<file path="src/rtl/mccpu_ctrl_pkg.sv">
// rtl/mccpu_ctrl_pkg.sv - ALU codes, opcode/funct constants and state encodings for the multicycle controller
// HALT exists only when CTRL_ILLEGAL_EN is defined.
package mccpu_ctrl_pkg;

   localparam logic [3:0] ALU_NOP  = 4'd0;
   localparam logic [3:0] ALU_ADD  = 4'd1;
   localparam logic [3:0] ALU_SUB  = 4'd2;
   localparam logic [3:0] ALU_AND  = 4'd3;
   localparam logic [3:0] ALU_OR   = 4'd4;
   localparam logic [3:0] ALU_NOR  = 4'd5;
   localparam logic [3:0] ALU_SLT  = 4'd6;
   localparam logic [3:0] ALU_SLTU = 4'd7;
   localparam logic [3:0] ALU_SLL  = 4'd8;
   localparam logic [3:0] ALU_SRL  = 4'd9;
   localparam logic [3:0] ALU_LUI  = 4'd10;

   localparam logic [5:0] OP_RTYPE = 6'b000000;
   localparam logic [5:0] OP_LW    = 6'b100011;
   localparam logic [5:0] OP_SW    = 6'b101011;
   localparam logic [5:0] OP_ADDI  = 6'b001000;
   localparam logic [5:0] OP_ORI   = 6'b001101;
   localparam logic [5:0] OP_SLTI  = 6'b001010;
   localparam logic [5:0] OP_LUI   = 6'b001111;
   localparam logic [5:0] OP_BEQ   = 6'b000100;
   localparam logic [5:0] OP_J     = 6'b000010;
   localparam logic [5:0] OP_JAL   = 6'b000011;

   localparam logic [5:0] FN_ADD  = 6'b100001;
   localparam logic [5:0] FN_SUB  = 6'b100011;
   localparam logic [5:0] FN_AND  = 6'b100100;
   localparam logic [5:0] FN_OR   = 6'b100101;
   localparam logic [5:0] FN_NOR  = 6'b100111;
   localparam logic [5:0] FN_SLT  = 6'b101010;
   localparam logic [5:0] FN_SLTU = 6'b101011;
   localparam logic [5:0] FN_SLL  = 6'b000000;
   localparam logic [5:0] FN_SRL  = 6'b000010;

   typedef enum logic [3:0] {
      ST_FETCH, ST_DCODE, ST_MA, ST_MR, ST_MW, ST_MWB, ST_EXE, ST_AWB, ST_BR, ST_JMP
`ifdef CTRL_ILLEGAL_EN
      , ST_HALT
`endif
   } state_t;

endpackage

</file>
<file path="src/rtl/mccpu_ctrl_aludec.sv">
// rtl/mccpu_ctrl_aludec.sv - combinational ALU operation / A-source decode for the EXE state
// ALUOp of ALU_NOP marks an opcode/funct pair that has no EXE behaviour.
module mccpu_aludec
   import mccpu_ctrl_pkg::*;
(
   input  logic [5:0] Op,
   input  logic [5:0] Funct,
   output logic [3:0] ALUOp,
   output logic [1:0] ALUSrcA
);

   always_comb begin
      ALUOp   = ALU_NOP;
      ALUSrcA = 2'd1;
      case (Op)
         OP_RTYPE: begin
            case (Funct)
               FN_ADD:  ALUOp = ALU_ADD;
               FN_SUB:  ALUOp = ALU_SUB;
               FN_AND:  ALUOp = ALU_AND;
               FN_OR:   ALUOp = ALU_OR;
               FN_NOR:  ALUOp = ALU_NOR;
               FN_SLT:  ALUOp = ALU_SLT;
               FN_SLTU: ALUOp = ALU_SLTU;
               FN_SLL:  begin ALUOp = ALU_SLL; ALUSrcA = 2'd2; end
               FN_SRL:  begin ALUOp = ALU_SRL; ALUSrcA = 2'd2; end
               default: ALUOp = ALU_NOP;
            endcase
         end
         OP_ADDI: ALUOp = ALU_ADD;
         OP_ORI:  ALUOp = ALU_OR;
         OP_SLTI: ALUOp = ALU_SLT;
         OP_LUI:  ALUOp = ALU_LUI;
         default: ALUOp = ALU_NOP;
      endcase
   end

endmodule

</file>
<file path="src/rtl/mccpu_ctrl.sv">
// rtl/mccpu_ctrl.sv - Moore FSM controller for the multicycle MIPS-subset CPU
// Optional CTRL_ILLEGAL_EN adds the Illegal output and a HALT state for undecodable instructions.
module mccpu_ctrl
   import mccpu_ctrl_pkg::*;
(
   input  logic       clk,
   input  logic       rst,
   input  logic [5:0] Op,
   input  logic [5:0] Funct,
   input  logic       Zero,
`ifdef CTRL_ILLEGAL_EN
   output logic       Illegal,
`endif
   output logic       PCWrite,
   output logic       PCWriteCond,
   output logic       IorD,
   output logic       MemWrite,
   output logic       IRWrite,
   output logic       RegWrite,
   output logic [1:0] RegDst,
   output logic [1:0] WDSel,
   output logic       EXTOp,
   output logic [1:0] ALUSrcA,
   output logic [1:0] ALUSrcB,
   output logic [3:0] ALUOp,
   output logic [1:0] PCSource
);

`ifdef CTRL_ILLEGAL_EN
   localparam state_t ST_BAD = ST_HALT;
`else
   localparam state_t ST_BAD = ST_FETCH;
`endif

   state_t     state_q, state_d;
   logic [5:0] op_q, op_d;
   logic [5:0] funct_q, funct_d;
   logic [5:0] dec_op, dec_funct;
   logic [3:0] dec_alu_op;
   logic [1:0] dec_alu_src_a;
   logic       unused_zero;

   // Branch resolution happens in the datapath; the controller never looks at Zero.
   assign unused_zero = Zero;

   // DCODE decodes the live IR fields; later states use the copy captured at DCODE.
   assign dec_op    = (state_q == ST_DCODE) ? Op    : op_q;
   assign dec_funct = (state_q == ST_DCODE) ? Funct : funct_q;

   mccpu_aludec u_aludec (
      .Op      (dec_op),
      .Funct   (dec_funct),
      .ALUOp   (dec_alu_op),
      .ALUSrcA (dec_alu_src_a)
   );

   always_ff @(posedge clk) begin
      if (rst) begin
         state_q <= ST_FETCH;
         op_q    <= 6'd0;
         funct_q <= 6'd0;
      end else begin
         state_q <= state_d;
         op_q    <= op_d;
         funct_q <= funct_d;
      end
   end

   always_comb begin
      state_d     = state_q;
      op_d        = op_q;
      funct_d     = funct_q;
`ifdef CTRL_ILLEGAL_EN
      Illegal     = 1'b0;
`endif
      PCWrite     = 1'b0;
      PCWriteCond = 1'b0;
      IorD        = 1'b0;
      MemWrite    = 1'b0;
      IRWrite     = 1'b0;
      RegWrite    = 1'b0;
      RegDst      = 2'd0;
      WDSel       = 2'd0;
      EXTOp       = 1'b0;
      ALUSrcA     = 2'd0;
      ALUSrcB     = 2'd0;
      ALUOp       = ALU_NOP;
      PCSource    = 2'd0;
      case (state_q)
         ST_FETCH: begin
            IRWrite = 1'b1;
            PCWrite = 1'b1;
            ALUSrcB = 2'd1;
            ALUOp   = ALU_ADD;
            state_d = ST_DCODE;
         end
         ST_DCODE: begin
            ALUSrcB = 2'd3;
            ALUOp   = ALU_ADD;
            EXTOp   = 1'b1;
            op_d    = Op;
            funct_d = Funct;
            case (Op)
               OP_LW, OP_SW: state_d = ST_MA;
               OP_RTYPE, OP_ADDI, OP_ORI, OP_SLTI, OP_LUI:
                  state_d = (dec_alu_op != ALU_NOP) ? ST_EXE : ST_BAD;
               OP_BEQ:       state_d = ST_BR;
               OP_J, OP_JAL: state_d = ST_JMP;
               default:      state_d = ST_BAD;
            endcase
         end
         ST_MA: begin
            ALUSrcA = 2'd1;
            ALUSrcB = 2'd2;
            ALUOp   = ALU_ADD;
            EXTOp   = 1'b1;
            state_d = (op_q == OP_SW) ? ST_MW : ST_MR;
         end
         ST_MR: begin
            IorD    = 1'b1;
            state_d = ST_MWB;
         end
         ST_MWB: begin
            RegWrite = 1'b1;
            WDSel    = 2'd1;
            state_d  = ST_FETCH;
         end
         ST_MW: begin
            IorD     = 1'b1;
            MemWrite = 1'b1;
            state_d  = ST_FETCH;
         end
         ST_EXE: begin
            ALUOp   = dec_alu_op;
            ALUSrcA = dec_alu_src_a;
            ALUSrcB = (op_q == OP_RTYPE) ? 2'd0 : 2'd2;
            EXTOp   = (op_q == OP_ADDI) || (op_q == OP_SLTI);
            state_d = ST_AWB;
         end
         ST_AWB: begin
            RegWrite = 1'b1;
            RegDst   = (op_q == OP_RTYPE) ? 2'd1 : 2'd0;
            state_d  = ST_FETCH;
         end
         ST_BR: begin
            ALUSrcA     = 2'd1;
            ALUOp       = ALU_SUB;
            PCWriteCond = 1'b1;
            PCSource    = 2'd1;
            state_d     = ST_FETCH;
         end
         ST_JMP: begin
            PCWrite  = 1'b1;
            PCSource = 2'd2;
            if (op_q == OP_JAL) begin
               RegWrite = 1'b1;
               RegDst   = 2'd2;
               WDSel    = 2'd2;
            end
            state_d = ST_FETCH;
         end
`ifdef CTRL_ILLEGAL_EN
         ST_HALT: begin
            Illegal = 1'b1;
            state_d = ST_HALT;
         end
`endif
         default: state_d = ST_FETCH;
      endcase
      // Nothing may be written while reset is held, whatever state we are leaving.
      if (rst) begin
         PCWrite     = 1'b0;
         PCWriteCond = 1'b0;
         MemWrite    = 1'b0;
         IRWrite     = 1'b0;
         RegWrite    = 1'b0;
      end
   end

endmodule
</file>
<file path="config.mk">
export PLATFORM = sky130hd
export DESIGN_NAME = mccpu_ctrl
export DESIGN_NICKNAME = d
export VERILOG_FILES = /design/src/rtl/mccpu_ctrl_pkg.sv /design/src/rtl/mccpu_ctrl_aludec.sv /design/src/rtl/mccpu_ctrl.sv
export SDC_FILE = /design/constraint.sdc
export NUM_CORES = 1
export LEC_CHECK = 0
export CORE_AREA = 2 2 59 61
export DETAILED_ROUTE_END_ITERATION = 7
export DIE_AREA = 0 0 61 63
export GPL_TIMING_DRIVEN = 1
export PLACE_DENSITY_LB_ADDON = 0.1
export REMOVE_ABC_BUFFERS = 1
export SLEW_MARGIN = 40
export SYNTH_ARGS = -nofsm -noshare
export SYNTH_HDL_FRONTEND = slang
export SYNTH_HIERARCHICAL = 1
export SYNTH_SLANG_ARGS = --single-unit
</file>
<file path="constraint.sdc">
create_clock -name clk -period 8.34 [get_ports clk]
set_input_delay 2.502 -clock clk [delete_from_list [all_inputs] [get_ports clk]]
set_output_delay 2.502 -clock clk [all_outputs]
set_load 0.005 [all_outputs]
</file>
==> metrics.txt, run 1 <==
Slew HR 0.477; vias in the first global route 1,182; power per cell area 124 nW/um^2; Clock Latency Late Sink 0.29 ns; DR DRC count 0; EDFF count, synth 0; Post-CTS Hold Fix Bufs 0; max-slew violation count 0; initial antenna violation count 0; Setup TNS Final 0 ns; total routed wirelength 3170 um; arrival time worst endpoint 5.43 ns; Tmin final 7.94 ns; Startpoint Class primary input; commonest cells in the synthesized netlist nor2_1, nor2b_1, dfxtp_1; crit path launch Op[2]; CTS Sinks 16; gr ovfl total 0; routability cong. 0.817; post-synth top area cell dfxtp_1; ANT cells 0; clock skew 0.00772 ns; Post-Layout Cell Count 238; post-CTS resize count 0; Hold WC Path Type reg2reg; CP Capture Point ALUOp[0]; Critical Path Sink Type output port; async set-reset flop share out of synthesis 0; wire per inst 13.3 um; Main synth FF type dfxtp_1; combinational power share 0.330; row cnt 21; most frequent cell after synthesis nor2_1; Ys Warns 6; crit share post-route 0.952; Worst Tran Pin Value 0.776 ns; Leak 0.602 nW; Vias per Instance 5.38; CTS buffer count 3; Net Sw Frac 0.303; status completed; CTS tree built; setup bufs post-CTS 0; max-cap check violation count 0; TritonRoute pass-1 iters 4; power share of the clock group 0.254; Fmax 126 MHz; HPWL after detailed placement 2470 um; P&R area growth vs syn 32.5%; Final Setup Violations 0; R2R Setup Slk 4.64 ns; number of distinct library cells after synthesis 43; count of input and output buffers 34; RR Startpoint state_q[0]; kind of critical path in2out; Sw Pwr 62.3 uW; RR Endpoint state_q[2]; share of layout cells above drive strength 1 0.146; #FFs+latches synth 16; Antenna Nets Post-Route 0; Initial DRC Count 102; synthesized area 1250 um^2; chip height 63 um; DIE WIDTH 61 um; share of the synthesized area in the top cell type 0.255; Synth Area per Inst 7.84 um^2; clk slew on worst S/H paths 0.10 ns; Reg2Reg Depth 9; clk buf depth 2; Sequential Power Share 0.416; final-stage net count 208; Req. time, crit path 5.84 ns; Int Power 143 uW; largest net degree at the start of global routing 19; critical path peak fanout 6; Synth Instances 160; final hold viol count 0; clock root buffer clkbuf_4; sequential fraction of the synthesis area 0.255; die area 3840 um^2; leading post-synthesis cells by cell area dfxtp_1, mux2_2, nor2b_1; core box area 3230 um^2; RSZ-0062 raised after global routing no; Cells after DPL 234; Layout fillers 350; Starting Density 0.388; total global routing track utilization 0.175; IO Count 36; first-pass GRT wire length 5230 um; htree depth 1; vias 1,281; VDD IR-drop max 0.0000735 V
[placed cells by master (no fill, tap or decap), types with 2 or more instances in the layout]
master,count
or3_1,2
nand2b_1,6
or4_4,2
nor4_1,5
a21oi_1,7
inv_1,2
or4_1,3
mux2i_1,3
nand2_1,11
clkbuf_4,3
o2111ai_1,2
clkdlybuf4s50_1,34
and3_1,3
a221oi_1,2
dfxtp_1,16
nor2b_1,18
o22ai_1,2
and3b_1,2
o21ai_0,2
nor2_1,20
nor3_1,5
mux2_2,11
a31oi_1,4
or2_2,6
[worst max-delay path: stages]
cell,delay [ns]
clkdlybuf4s50_1,0.51
mux2_2,0.34
or4_4,0.55
or4_1,0.41
o22ai_1,0.19
nand2_1,0.08
a221oi_1,0.28
clkdlybuf4s50_1,0.55
[area by class of cell]
cell class / count / area (um^2) / area share
timing repair buffer: 36 / 359 / 0.216
tap: 46 / 57.6 / 0.0346
multi-input combinational: 134 / 881 / 0.530
sequential: 16 / 320 / 0.193
inverter: 2 / 7.51 / 0.00452
clock buffer: 4 / 36.3 / 0.0218
[power by group through the flow]
| stage | logic [mW] | registers (mW) | clock network (mW) |
|---|---|---|---|
| 6_report | 0.0679 | 0.0854 | 0.0522 |
| 5_1_grt | 0.0747 | 0.0862 | 0.0584 |
| 4_1_cts | 0.0674 | 0.0854 | 0.0544 |
| 3_5_place_dp | 0.0671 | 0.0872 | 0 |
| 3_3_place_gp | 0.0642 | 0.0869 | 0 |
| 2_1_floorplan | 0.0440 | 0.0858 | 0 |
[metal layers]
| layer | track usage | vias to the layer above | routed length, um |
|---|---|---|---|
| met5 | 0 | - | 0 |
| met4 | 0.0598 | 0 | 20 |
| met3 | 0.0186 | 2 | 114 |
| met2 | 0.289 | 34 | 1550 |
| met1 | 0.232 | 599 | 1490 |
| li1 | - | 646 | - |
[cell families (layout without fill, tap and decap cells)]
group           after synthesis  in the layout  synth area share
flops                        16             16             0.255
xor+xnor                      1              1           0.00699
simple gates                 94             94             0.442
buf+inv                      10             42            0.0419
mux                          14             14             0.123
compound gates               25             25             0.131
[flip-flops by register name (all words and copies together), names as in the netlist]
signal	flops
op_q	6
funct_q	6
state_q	4
[metrics by stage]
step	cell area (um^2)	hold slack, ns	utilization	total power, mW	setup slack (ns)
4_1_cts	1660	0.667	0.514	0.207	0.411
5_1_grt	1660	0.687	0.514	0.219	0.258
3_3_place_gp	1610	0.615	0.499	0.151	0.415
3_5_place_dp	1630	0.640	0.503	0.154	0.414
2_1_floorplan	1210	0.587	-	0.130	1.61
6_report	1660	0.666	0.514	0.205	0.404
[how the worst min path moves through the flow]
stage | slack (ns) | endpoint | depth (start not counted) | startpoint
6_report | 0.67 | funct_q[4] | 2 | funct_q[4]
4_1_cts | 0.67 | funct_q[4] | 2 | funct_q[4]
3_3_place_gp | 0.62 | funct_q[4] | 2 | funct_q[4]
5_1_grt | 0.69 | funct_q[4] | 2 | funct_q[4]
3_5_place_dp | 0.64 | funct_q[4] | 2 | funct_q[4]
2_1_floorplan | 0.59 | funct_q[4] | 2 | funct_q[4]
No activity file was read; power rests on OpenSTA's default activity.
==> run 2, diff against run 1 <==
- ABC_CLOCK_PERIOD_IN_PS: default -> 8340
==> results of run 2 <==
No change in the layout: final DEF, timing and power equal those of run 1.
